--- src/rtl/fetch_unit.sv ---
// rtl/fetch_unit.sv - instruction fetch: PC, ROM cs/ready handshake, two-word instruction assembly
// Optional bus timeout abort enabled by defining FETCH_TIMEOUT_EN.
module fetch_unit #(
  parameter int unsigned       ADDR_W      = 16,
  parameter int unsigned       DATA_W      = 16,
  parameter logic [ADDR_W-1:0] RESET_PC    = '0,
  parameter int unsigned       TIMEOUT_CYC = 15
) (
  input  logic              clk,
  input  logic              rst_n,
  input  logic              run,
  output logic              mem_cs,
  output logic [ADDR_W-1:0] mem_addr,
  input  logic              mem_ready,
  input  logic [DATA_W-1:0] mem_data,
  input  logic              br_en,
  input  logic [ADDR_W-1:0] br_target,
  output logic              instr_valid,
  output logic [DATA_W-1:0] instr_opcode,
  output logic [DATA_W-1:0] instr_operand,
  output logic [ADDR_W-1:0] instr_pc,
  input  logic              instr_accept,
  output logic              busy,
  output logic              fetch_err
);

  typedef enum logic [2:0] {IDLE, REQ, WAIT_LO, WAIT_HI, HOLD} state_t;

  state_t            state;
  logic [ADDR_W-1:0] pc;
  logic [ADDR_W-1:0] pc_inc;
  logic              word;
  logic              flush;
  logic [1:0]        settle;
  logic              settle_done;

  assign pc_inc      = pc + {{(ADDR_W-1){1'b0}}, 1'b1};
  assign settle_done = (settle == 2'd2);
  assign busy        = (state != IDLE);

`ifdef FETCH_TIMEOUT_EN
  localparam int unsigned TCNT_W = $clog2(TIMEOUT_CYC + 1);

  logic [TCNT_W-1:0] tcnt;
  logic              timeout_hit;

  // A completing WAIT_HI (ready seen high) is never aborted.
  assign timeout_hit = (state == WAIT_LO || (state == WAIT_HI && !mem_ready)) &&
                       (tcnt == TCNT_W'(TIMEOUT_CYC - 1));

  always_ff @(posedge clk or negedge rst_n) begin
    if (!rst_n) begin
      tcnt      <= '0;
      fetch_err <= 1'b0;
    end else begin
      if (state == REQ)
        tcnt <= '0;
      else if (state == WAIT_LO || state == WAIT_HI)
        tcnt <= tcnt + TCNT_W'(1);
      if (br_en)
        fetch_err <= 1'b0;
      else if (timeout_hit)
        fetch_err <= 1'b1;
    end
  end
`else
  assign fetch_err = 1'b0;
`endif

  always_ff @(posedge clk or negedge rst_n) begin
    if (!rst_n) begin
      state         <= IDLE;
      pc            <= RESET_PC;
      word          <= 1'b0;
      flush         <= 1'b0;
      settle        <= 2'd0;
      mem_cs        <= 1'b0;
      mem_addr      <= RESET_PC;
      instr_valid   <= 1'b0;
      instr_opcode  <= '0;
      instr_operand <= '0;
      instr_pc      <= RESET_PC;
    end else begin
      if (!settle_done)
        settle <= settle + 2'd1;
      mem_cs <= 1'b0;

      case (state)
        IDLE: begin
          if (br_en) begin
            pc   <= br_target;
            word <= 1'b0;
          end else if (settle_done && mem_ready && run) begin
            state    <= REQ;
            mem_cs   <= 1'b1;
            mem_addr <= pc;
          end
        end

        REQ: begin
          state <= WAIT_LO;
          if (br_en) begin
            pc    <= br_target;
            word  <= 1'b0;
            flush <= 1'b1;
          end
        end

        WAIT_LO: begin
          if (!mem_ready)
            state <= WAIT_HI;
          if (br_en) begin
            pc    <= br_target;
            word  <= 1'b0;
            flush <= 1'b1;
          end
        end

        WAIT_HI: begin
          if (mem_ready) begin
            // A redirect pending or arriving now discards this word.
            if (flush || br_en) begin
              flush    <= 1'b0;
              state    <= REQ;
              mem_cs   <= 1'b1;
              mem_addr <= br_en ? br_target : pc;
              if (br_en) begin
                pc   <= br_target;
                word <= 1'b0;
              end
            end else if (!word) begin
              instr_opcode <= mem_data;
              instr_pc     <= pc;
              pc           <= pc_inc;
              word         <= 1'b1;
              state        <= REQ;
              mem_cs       <= 1'b1;
              mem_addr     <= pc_inc;
            end else begin
              instr_operand <= mem_data;
              pc            <= pc_inc;
              word          <= 1'b0;
              instr_valid   <= 1'b1;
              state         <= HOLD;
            end
          end else if (br_en) begin
            pc    <= br_target;
            word  <= 1'b0;
            flush <= 1'b1;
          end
        end

        HOLD: begin
          if (br_en || instr_accept) begin
            instr_valid <= 1'b0;
            if (br_en) begin
              pc   <= br_target;
              word <= 1'b0;
            end
            if (run) begin
              state    <= REQ;
              mem_cs   <= 1'b1;
              mem_addr <= br_en ? br_target : pc;
            end else begin
              state <= IDLE;
            end
          end
        end

        default: state <= IDLE;
      endcase

`ifdef FETCH_TIMEOUT_EN
      // Abort restarts the whole instruction from its opcode word.
      if (timeout_hit) begin
        state <= IDLE;
        word  <= 1'b0;
        flush <= 1'b0;
        pc    <= br_en ? br_target : (word ? instr_pc : pc);
      end
`endif
    end
  end

endmodule

--- config.mk ---
export PLATFORM = sky130hd
export DESIGN_NAME = fetch_unit
export DESIGN_NICKNAME = d
export VERILOG_FILES = /design/src/rtl/fetch_unit.sv
export SDC_FILE = /design/constraint.sdc
export NUM_CORES = 1
export LEC_CHECK = 0
export BUFFER_PORTS_ARGS = -buffer_cell sky130_fd_sc_hd__buf_4
export CELL_PAD_IN_SITES_DETAIL_PLACEMENT = 0
export CELL_PAD_IN_SITES_GLOBAL_PLACEMENT = 2
export CORE_MARGIN = 2
export CORE_UTILIZATION = 31
export CTS_CLUSTER_DIAMETER = 80
export CTS_CLUSTER_SIZE = 40
export DETAILED_ROUTE_END_ITERATION = 10
export GPL_TIMING_DRIVEN = 1
export PLACE_DENSITY = 0.83
export RECOVER_POWER = 25
export SYNTH_ARGS = -nofsm -noshare
export SYNTH_HDL_FRONTEND = slang
export SYNTH_SLANG_ARGS = --single-unit
--- constraint.sdc ---
create_clock -name clk -period 2.01 [get_ports clk]
set_input_delay 0.402 -clock clk [delete_from_list [all_inputs] [get_ports clk]]
set_output_delay 0.402 -clock clk [all_outputs]
set_load 0.01 [all_outputs]
---- After elaboration in Yosys (flattened, before gate mapping) ----
Index checks and enable logic that the tools add are counted.
W data, S select, Z words.
cells by class
  div/mod/pow operators ................... 0
  $add $sub $neg .......................... 2
  eq/ne operators ......................... 15
  multiplexer cells ....................... 44
  reductions and logical operators ........ 19
  bitwise gates (word level) .............. 2
  $mul .................................... 0
  $lt $le $gt $ge ......................... 0
  shift operators ......................... 0
operators by type and width
  operator                 number
  $mux W16                 11
  $pmux W16 S3             2
  $mux W3                  7
  $mux W1                  19
  $add A16 B1 Y16 const B  1
  $ne A2 B2 Y1 const B     8
  $pmux W3 S5              1
  $reduce_and A5 Y1        2
  $reduce_bool A3 Y1       3
  $reduce_and A4 Y1        2
  $reduce_and A7 Y1        1
  $eq A3 B2 Y1 const B     2
  $ne A3 B3 Y1 const B     2
  $pmux W1 S3              2
  $pmux W1 S2              2
  $reduce_and A2 Y1        2
  $reduce_bool A2 Y1       2
  $eq A3 B1 Y1 const B     1
  $eq A3 B3 Y1 const B     1
  $logic_not A3 Y1         1
  $reduce_or A3 Y1         1
  $add A2 B1 Y2 const B    1
  $eq A2 B2 Y1 const B     1
  $logic_and A1 B1 Y1      2
  3 further kinds          5
storage, ports and cells
  RAM bits ................................ 0
  bits in registers ....................... 89
  bits in latches ......................... 0
  memories ................................ 0
  input bits .............................. 38
  bits in read-only memories .............. 0
  output and inout port bits .............. 68

---- Depth between registers and ports, before layout ----
  word-level depth ........................ 6
  depth in mapped cells ................... 8
  gate-level depth less buffers ........... 7

---- Worst setup path after synthesis ----
OpenSTA, ideal clock, no wires.
  path kind ............................... input -> register
  start ................................... input br_en
  end ..................................... register instr_opcode[13]
  library setup time ...................... 0.125 ns
  path slack .............................. 0.098 ns
  buffers on the path ..................... 2
  arrival ................................. 1.787 ns
  stages .................................. 6
  cells stage by stage .................... buf_4 nor2_2 nand2_1 nor2_2 buf_2 mux2_2
on the way
  longest elaborated chain between the ends .. 3
RTL lines
  item                         line  text
  start: declaration           16    input logic br_en,
  $logic_or A1 B1 Y1           122   if (flush || br_en) begin
  $not A1 Y1 (no line)         --
  $reduce_and A4 Y1 (no line)  --
  end signal: assignment       132   instr_opcode <= mem_data;
  end: declaration             19    output logic [DATA_W-1:0] instr_opcode,
Every way passes these cells.
A chain may end at the register's enable or synchronous reset.

---- Worst setup path after layout ----
  start ................................... register state[2]
  end ..................................... output busy
on the way
  longest elaborated chain between the ends .. 1
RTL lines
  item                      line  text
  start: declaration        29    state_t state;
  start signal: assignment  72    state <= IDLE;
  start signal: assignment  94    state <= REQ;
  start signal: assignment  101   state <= WAIT_LO;
  $reduce_bool A3 Y1        39    assign busy = (state != IDLE);
  end: declaration          23    output logic busy,
Every way passes these cells.

==> results.toml <==
[timing]
tightest_slew_ns = 0.810
fin_crit_ns = 1.88
hold_viol = 0
max_clock_freq_ghz = 0.531
rsz0062_at_grt = "false"
finalSetupViolations = 0
setup_tns_ns = 0
skew_ns = 0.0109
slew_headroom_pct = 46.0
drv_slew = 0
period_share_pct = 93.7
holdWs_ns = 0.134

[die]
core_um2 = 15100
fp-row-count = 45
dieArea_um2 = 16400
ioPinCount = 106
die_h_um = 128
initial_core_util_pct = 31.6
die_w_um = 128

[global_routing]
grt_max_degree = 55
grt_pass1_vias = 4249
grt_usage_pct = 18.5
grt_antenna_before_repair = 0
grt_pass1_wl_mm = 23.2
grt_overflow = 0

[setup_path]
path_class = "register to output port"
cp_common_cell = "buf_4"
worstReg2RegStart = "pc[6]"
cp_max_fo = 11
cp_cell_sequence = "buf_4 -> or3_1 -> buf_4"
startpoint = "state[2]"
worstPathArrival_ns = 1.48
required_ns = 1.61
end_kind = "output port"
cpPeakStageDelay_ns = 0.46
reg2reg_setup_slack_ns = 0.15
reg2regPathDepth = 5
timing.rr.end = "mem_addr[12]"
cp_top_family = "flip-flops"
crit_buf_inv = 2
crit_slowest_cell = "dfrtp_1"
cp-start-kind = "register"

[yosys]
syn_nets = 509
postSynthAreaPerCell_um2 = 10.2
seq_area_frac_synth_pct = 46.7
synthCells = 469
async_flop_share_pct = 100
synthFlopType = "dfrtp_1"
yosysWarningCount = 0
syn_area_um2 = 4770
synth_edf_count = 0
yosysUniqueCellTypes = 67
ys_ff_latch = 89

[drt]
post-route-drc-count = 0
viasPerCell = 5.30
drt-wirelength-per-cell_um = 18.6
wl_mm = 14.6
ant_nets = 0
vias = 4156
drt-pass1-iter-count = 5
drt_iter0_drc = 305

[cells_and_area]
multi_input_area_um2 = 2280
final_cell_mix = "buf_4, dfrtp_1, nor2_1, a21oi_1, mux2_2"
seqCellArea_um2 = 2230
fill_cells = 1504
mostFrequentLayoutCell = "buf_4"
nets = 631
fin_area_um2 = 6250
antenna_cells = 0
drive_gt1_share_pct = 37.4
syn_to_final_growth_pct = 31.2
postLayoutCoreUtil_pct = 41.5
stdcell_count = 784

[job]
maxCapViolations = 0

[clocking]
clock_sinks = 89
clockRootBuffer = "clkbuf_16"
cts.clk_slew.worst_paths_ns = 0.06
post-cts-setup-buffer-count = 0
cts_buffer_depth = 2
h-tree-depth = 3
clk_latency_ns = 0.35
cts_resized = 0
numCtsBuffers = 9
cts_tree = "done"
holdBufCountCts = 0

[min_path]
hp-class = "input port to asynchronous set/reset pin"

[placement]
numPortBuffers = 104
placed_cells = 768
routabilityCongestion = 0.881
post_dp_cell_area_um2 = 5970
dp.final_hpwl_mm = 10.6

[power]
p_per_area_nw_per_um2 = 1340
vdd_ir_drop_max_mv = 0.598
total_leakage_power_nw = 2.80

[status]
status = "complete, no violations"
[power by group]
part	internal, W	switching, W	leakage (nW)
sequential	0.00247	0.000521	1.07
combinational	0.00184	0.00178	1.58
clock	0.00100	0.000745	0.142
total	0.00531	0.00305	2.80
[state kept, by name, summed over array words and instances, names as in the netlist]
name / cells
pc: 16
word: 1
flush: 1
mem_cs: 1
instr_operand: 16
mem_addr: 16
instr_valid: 1
instr_pc: 16
instr_opcode: 16
settle: 2
state: 3
[Yosys cell counts, types with 4 or more instances]
| cell | count | share of area [%] |
|---|---|---|
| xnor2_1 | 12 | 2.2 |
| mux2_1 | 9 | 2.1 |
| o21ai_0 | 16 | 1.7 |
| buf_4 | 10 | 1.6 |
| a21oi_1 | 39 | 4.1 |
| a31oi_1 | 11 | 1.4 |
| nand2_1 | 36 | 2.8 |
| nor3_1 | 7 | 0.74 |
| mux2_2 | 39 | 9.2 |
| o221ai_1 | 7 | 1.3 |
| nor2_1 | 40 | 3.2 |
| dfrtp_1 | 89 | 47 |
| o22ai_1 | 13 | 1.7 |
| nand4b_1 | 4 | 0.74 |
| nand3_1 | 10 | 1.1 |
| o21a_1 | 4 | 0.63 |
| clkbuf_1 | 13 | 1.0 |
| xor2_1 | 5 | 0.92 |
| inv_1 | 11 | 0.87 |
| nand2b_1 | 8 | 1.1 |
| buf_2 | 12 | 1.3 |
[how the worst max path moves through the flow]
| stage | endpoint | cells after the start |
|---|---|---|
| global placement | mem_addr[7] | 5 |
| floorplan | instr_opcode[13] | 6 |
| detailed placement | mem_addr[12] | 5 |
| CTS | busy | 3 |
| global route | mem_addr[12] | 5 |
| finish | busy | 3 |
[worst register-to-register path, stage by stage, from the launching register on]
cell,delay (ns)
dfrtp_1,0.48
nand4_4,0.26
or4_4,0.62
xnor2_1,0.15
nor2_1,0.07
o32ai_2,0.19
[cell families after synthesis]
family | Yosys count | synth area share [%]
and+or+nand+nor | 136 | 15.4
AOI/OAI and AO/OA | 122 | 16.6
DFF | 89 | 46.7
muxes | 51 | 12.0
buffers and inverters | 51 | 5.51
xor gates and xnor gates | 17 | 3.12
adders and majority gates | 2 | 0.525
other | 1 | 0.0787
[area by class of cell]
cell class                 count  area share [%]
multi-input combinational    329            36.5
sequential                    89            35.6
timing repair buffer         151            18.6
clock buffer                  11            3.88
tap                          188            3.76
clock inverter                 5            1.00
inverter                      11           0.660
[through the flow]
stage                     worst slack (ns)  total power [W]
final                                0.126          0.00836
after global placement               0.199          0.00660
after detailed placement             0.176          0.00668
after global routing                0.0385          0.00891
after floorplan                     0.0980          0.00489
after CTS                            0.111          0.00847
[routing by layer]
layer	track usage [%]	part of all wire (%)
met5	0	0
met1	23.3	43
met4	7.95	2.6
met2	30.2	47
met3	4.67	7.5
Note: power is estimated with default switching activity, not from simulation.
